==> src/rtl/seq_shifter.sv <==
// seq_shifter: multi-cycle LSL/LSR/ASR/pass shifter that moves STEP bit positions per cycle.
// Latency: 1 cycle for pass or amt=0, otherwise 1+ceil(amt/STEP) cycles from accept to out_valid.
// Backpressure: holds the result in DONE until out_ready; in_ready only in IDLE. Optional macro SEQ_SHIFTER_CARRY_EN adds cout.
module seq_shifter #(
  parameter int WIDTH = 16,
  parameter int STEP  = 1,
  parameter int AW    = $clog2(WIDTH)
) (
  input  logic             clk,
  input  logic             rst_n,
  input  logic             in_valid,
  output logic             in_ready,
  input  logic [WIDTH-1:0] in,
  input  logic [1:0]       shift,
  input  logic [AW-1:0]    amt,
  output logic             out_valid,
  input  logic             out_ready,
  output logic [WIDTH-1:0] sout
`ifdef SEQ_SHIFTER_CARRY_EN
  ,
  output logic             cout
`endif
);

  typedef enum logic [1:0] {IDLE, SHIFT, DONE} state_e;

  localparam logic [1:0] MODE_PASS = 2'b00;
  localparam logic [1:0] MODE_LSL  = 2'b01;
  localparam logic [1:0] MODE_LSR  = 2'b10;
  localparam logic [1:0] MODE_ASR  = 2'b11;

  // One extra bit so STEP=WIDTH and the saturation bound are representable.
  localparam logic [AW:0] STEP_W  = (AW+1)'(STEP);
  localparam logic [AW:0] WIDTH_W = (AW+1)'(WIDTH);

  state_e           state_q, state_d;
  logic [WIDTH-1:0] sout_q, sout_d;
  logic [AW-1:0]    rem_q, rem_d;
  logic [1:0]       mode_q, mode_d;
  logic [AW:0]      k;
  logic [WIDTH:0]   lsl_ext;
  logic [WIDTH:0]   lsr_ext;
  logic [WIDTH-1:0] asr_val;
`ifdef SEQ_SHIFTER_CARRY_EN
  logic             cout_q, cout_d;
`endif

  // Per-cycle step k = min(STEP, rem); the extra bit on each side of the
  // shifted value captures the last bit shifted out (carry).
  always_comb begin
    k       = ({1'b0, rem_q} < STEP_W) ? {1'b0, rem_q} : STEP_W;
    lsl_ext = {1'b0, sout_q} << k;
    lsr_ext = {sout_q, 1'b0} >> k;
    asr_val = $signed(sout_q) >>> k;
  end

  // Next-state and datapath update for the IDLE/SHIFT/DONE sequencer.
  always_comb begin
    state_d = state_q;
    sout_d  = sout_q;
    rem_d   = rem_q;
    mode_d  = mode_q;
`ifdef SEQ_SHIFTER_CARRY_EN
    cout_d  = cout_q;
`endif
    case (state_q)
      IDLE: begin
        if (in_valid) begin
          sout_d = in;
          mode_d = shift;
          // Only reachable for non-power-of-two WIDTH: clamp so the
          // iteration saturates instead of wrapping.
          rem_d  = ({1'b0, amt} >= WIDTH_W) ? WIDTH_W[AW-1:0] : amt;
`ifdef SEQ_SHIFTER_CARRY_EN
          cout_d = 1'b0;
`endif
          state_d = (shift == MODE_PASS || amt == '0) ? DONE : SHIFT;
        end
      end
      SHIFT: begin
        rem_d = rem_q - k[AW-1:0];
        case (mode_q)
          MODE_LSL: begin
            sout_d = lsl_ext[WIDTH-1:0];
`ifdef SEQ_SHIFTER_CARRY_EN
            cout_d = lsl_ext[WIDTH];
`endif
          end
          MODE_LSR: begin
            sout_d = lsr_ext[WIDTH:1];
`ifdef SEQ_SHIFTER_CARRY_EN
            cout_d = lsr_ext[0];
`endif
          end
          MODE_ASR: begin
            sout_d = asr_val;
`ifdef SEQ_SHIFTER_CARRY_EN
            cout_d = lsr_ext[0];
`endif
          end
          default: ;
        endcase
        if ({1'b0, rem_q} <= STEP_W) state_d = DONE;
      end
      DONE: begin
        if (out_ready) state_d = IDLE;
      end
      default: state_d = IDLE;
    endcase
  end

  // State and datapath registers; synchronous reset discards any in-flight result.
  always_ff @(posedge clk) begin
    if (!rst_n) begin
      state_q <= IDLE;
      sout_q  <= '0;
      rem_q   <= '0;
      mode_q  <= MODE_PASS;
`ifdef SEQ_SHIFTER_CARRY_EN
      cout_q  <= 1'b0;
`endif
    end else begin
      state_q <= state_d;
      sout_q  <= sout_d;
      rem_q   <= rem_d;
      mode_q  <= mode_d;
`ifdef SEQ_SHIFTER_CARRY_EN
      cout_q  <= cout_d;
`endif
    end
  end

  assign in_ready  = (state_q == IDLE);
  assign out_valid = (state_q == DONE);
  assign sout      = sout_q;
`ifdef SEQ_SHIFTER_CARRY_EN
  assign cout      = cout_q;
`endif

endmodule

==> config.mk <==
export PLATFORM = sky130hd
export DESIGN_NAME = seq_shifter
export DESIGN_NICKNAME = d
export VERILOG_FILES = /design/src/rtl/seq_shifter.sv
export SDC_FILE = /design/constraint.sdc
export NUM_CORES = 1
export LEC_CHECK = 0
export BUFFER_PORTS_ARGS = -buffer_cell sky130_fd_sc_hd__buf_2
export CAP_MARGIN = 20
export CORE_MARGIN = 2
export CORE_UTILIZATION = 48
export CTS_BUF_LIST = sky130_fd_sc_hd__clkbuf_8
export CTS_CLUSTER_SIZE = 24
export DETAILED_ROUTE_END_ITERATION = 8
export PLACE_DENSITY = 0.78
export SYNTH_ARGS = -nofsm -noshare
export SYNTH_HDL_FRONTEND = slang
export SYNTH_SLANG_ARGS = --single-unit
==> constraint.sdc <==
create_clock -name clk -period 1.53 [get_ports clk]
set_input_delay 0.2295 -clock clk [delete_from_list [all_inputs] [get_ports clk]]
set_output_delay 0.2295 -clock clk [all_outputs]
set_load 0.1 [all_outputs]
==> summary.md <==
| Metric | Value |
|---|---|
| Crit end category | `flip-flop` |
| #FFs+latches synth | `24` |
| CP required | `1.73 ns` |
| Yosys warnings | `0` |
| Number of max-cap violations | `0` |
| First-pass GRT wire length | `6470 um` |
| Input/output buffers | `43` |
| TritonCTS buffer count | `3` |
| Worst-path clk slew | `0.09 ns` |
| Antenna Nets Post-Route | `0` |
| R2R cell count | `7` |
| RSZ-0062 raised after global routing | `yes` |
| Synthesized area per cell | `8.71 sq um` |
| TritonRoute pass-1 iters | `4` |
| Overall routing resource usage | `23.7%` |
| Worst Hold Class | `primary input to flip-flop` |
| Final net count | `260` |
| Mapped cell area | `1480 sq um` |
| Setup ws final | `-0.0890 ns` |
| Ys flop type | `dfxtp_1` |
| Clock sinks | `24` |
| GRT Residual Overflow | `0` |
| Syn Inst Count | `170` |
| Final WL | `3930 um` |
| Outcome | `complete, but fails checks` |
| Setup violators final | `15` |
| Slew of the pin with the lowest slew margin | `0.488 ns` |
| CTS Buffer Depth | `2` |
| Clk_lat worst skew | `0.27 ns` |
| CP Data Arrival Time | `1.82 ns` |
| Count leader, synth | `dfxtp_1` |
| Die X | `59.5 um` |
| CTS tree | `yes` |
| Die area | `3540 sq um` |
| Unique cell type count in the Yosys netlist | `43` |
| Hold WS | `0.250 ns` |
| Number of enable flip-flop cells after synthesis | `0` |
| CP max FO | `3` |
| Time the worst path needs with I/O delays and setup | `1.62 ns` |
| Total Power | `2890 uW` |
| Max IR drop VDD | `946 uV` |
| Placed insts | `259` |
| Post-synth top area cell | `dfxtp_1` |
| Failing checks | `negative setup slack` |
| Row Count | `20` |
| Layout fillers | `265` |
| Relative slew slack | `67.7%` |
| CTS root buf | `clkbuf_8` |
| Drt initial violations | `69` |
| Hold Path Stages | `3` |
| Post-synth top area share | `32.5%` |
| Share of layout cells above drive strength 1 | `50.4%` |
| Lkg Pwr | `0.000869 uW` |
| Area grow syn2layout | `35.8%` |
| Setup TNS | `-0.611 ns` |
| Final hold vios | `0` |
| # DRC | `0` |
| Final Cycle Share | `106%` |
| Num ports | `44` |
| Max-slew violations | `0` |
| Die H | `59.5 um` |
| Top cells by count, synth | `24 x dfxtp_1, 13 x o22ai_1, 12 x nand2_1, 12 x o21ai_0, 11 x a21oi_1` |
| Post-DR vias/cell | `5.69` |
| Max Clock Skew | `0.00508 ns` |
| Largest cells by area after synthesis | `dfxtp_1 32%, mux2_2 6.1%, o22ai_1 5.5%, o21ai_0 4.1%, a21oi_1 3.7%` |
| Vias | `1497` |
| Critical path type | `flip-flop to flip-flop` |
| Post-route non-filler standard cell count | `263` |
| CP startpoint kind | `flip-flop` |
| Pwr dens | `1440 nW/um^2` |
| H-tree level count | `1` |
| Largest net degree at the start of global routing | `28` |
| Detailed placement HPWL | `2900 um` |
| Initial antenna violation count | `0` |
| Async SR Flop Fraction | `0%` |
| CORE AREA | `3000 sq um` |
| GPL Wtd Cong | `0.787` |
| Antenna cell count | `0` |
| Initial Util | `49.3%` |
| Avg WL per Cell | `14.9 um` |
| Max Clock Freq | `618 MHz` |
| Number of global-route vias before repair | `1418` |
| Sequential share of the synthesized area | `32.5%` |
| Post-Syn Nets | `199` |
==> worst paths after layout <==
| path | startpoint | endpoint | slack [ns] |
|---|---|---|---|
| hold reg to reg | sout[11]$_SDFFE_PN0P_ | sout[11]$_SDFFE_PN0P_ | 0.49 |
| setup reg to reg | mode_q[0]$_SDFFE_PN0P_ | sout[10]$_SDFFE_PN0P_ | -0.09 |
| setup / recovery | mode_q[0]$_SDFFE_PN0P_ | sout[10]$_SDFFE_PN0P_ | -0.09 |
| hold / removal | in[15] | sout[15]$_SDFFE_PN0P_ | 0.25 |
==> area by class of cell <==
| type | count | area [sq um] | area share [%] |
|---|---|---|---|
| timing repair buffer | 69 | 440 | 21.9 |
| inverter | 4 | 15.0 | 0.747 |
| clock buffer | 4 | 55.1 | 2.74 |
| sequential | 24 | 503 | 25.0 |
| tap | 33 | 41.3 | 2.05 |
| multi-input combinational | 129 | 956 | 47.5 |
==> sequential cells by signal (all words and copies together) (netlist names) <==
name / count
sout: 16
rem_q: 4
mode_q: 2
state_q: 2
==> through the flow <==
stage | instance area (sq um) | setup WS, ns | util [%]
finish | 2010 | -0.0890 | 67.0
global route | 2010 | -0.180 | 67.0
CTS | 1990 | -0.0960 | 66.2
detailed placement | 1930 | -0.0717 | 64.2
global placement | 1930 | -0.0411 | 64.2
floorplan | 1540 | -0.0487 | -
==> metal layers <==
layer / share of wire (%) / GRT usage [%]
met2: 50 / 40.3
met5: 0 / 0
met3: 4.3 / 6.11
met1: 44 / 29.4
met4: 1.1 / 7.30
==> placed cells by master (no fill, tap or decap), types with 4 or more instances in the layout <==
cell | synthesis | routed
dfxtp_4 | 0 | 4
nand2_1 | 12 | 12
a21oi_1 | 11 | 11
nor2_1 | 9 | 6
dfxtp_1 | 24 | 14
mux2_2 | 8 | 8
mux2i_1 | 5 | 5
dfxtp_2 | 0 | 6
nor3_1 | 5 | 4
buf_4 | 3 | 26
o22ai_1 | 13 | 13
o21ai_0 | 12 | 11
buf_2 | 5 | 41
clkbuf_8 | 0 | 4
nor2b_1 | 6 | 5
o21ai_1 | 4 | 5
a21oi_2 | 6 | 6
==> timing repair <==
action / in CTS / in global routing
pin swaps: 1 / 0
setup endpoints to repair: 17 / 18
setup buffers: 0 / 0
resized for setup: 3 / 9
hold buffers: 0 / 0
==> worst max-delay path, stage by stage (launching register included) <==
cell and delay (ns):
dfxtp_2 0.37, inv_2 0.05, ha_4 0.20, and2b_1 0.19, a221oi_4 0.32, buf_4 0.17, nand2_1 0.06, o22ai_1 0.19
==> power by group <==
| part | internal, uW | switching, uW |
|---|---|---|
| Clock | 230 | 209 |
| Combinational | 523 | 1070 |
| Sequential | 737 | 121 |
| Total | 1490 | 1400 |
==> kinds of logic (layout without fill, tap and decap cells) <==
family	Yosys count	in the layout	share of synthesized area, %
buffers and inverters	17	77	7.02
flip-flops	24	24	32.5
AO/OA/AOI/OAI	68	68	32.4
AND/OR/NAND/NOR	45	45	16.1
adder cells (fa/ha/maj)	3	3	2.54
multiplexers	13	13	9.47
Note: power is estimated with default switching activity, not from simulation.
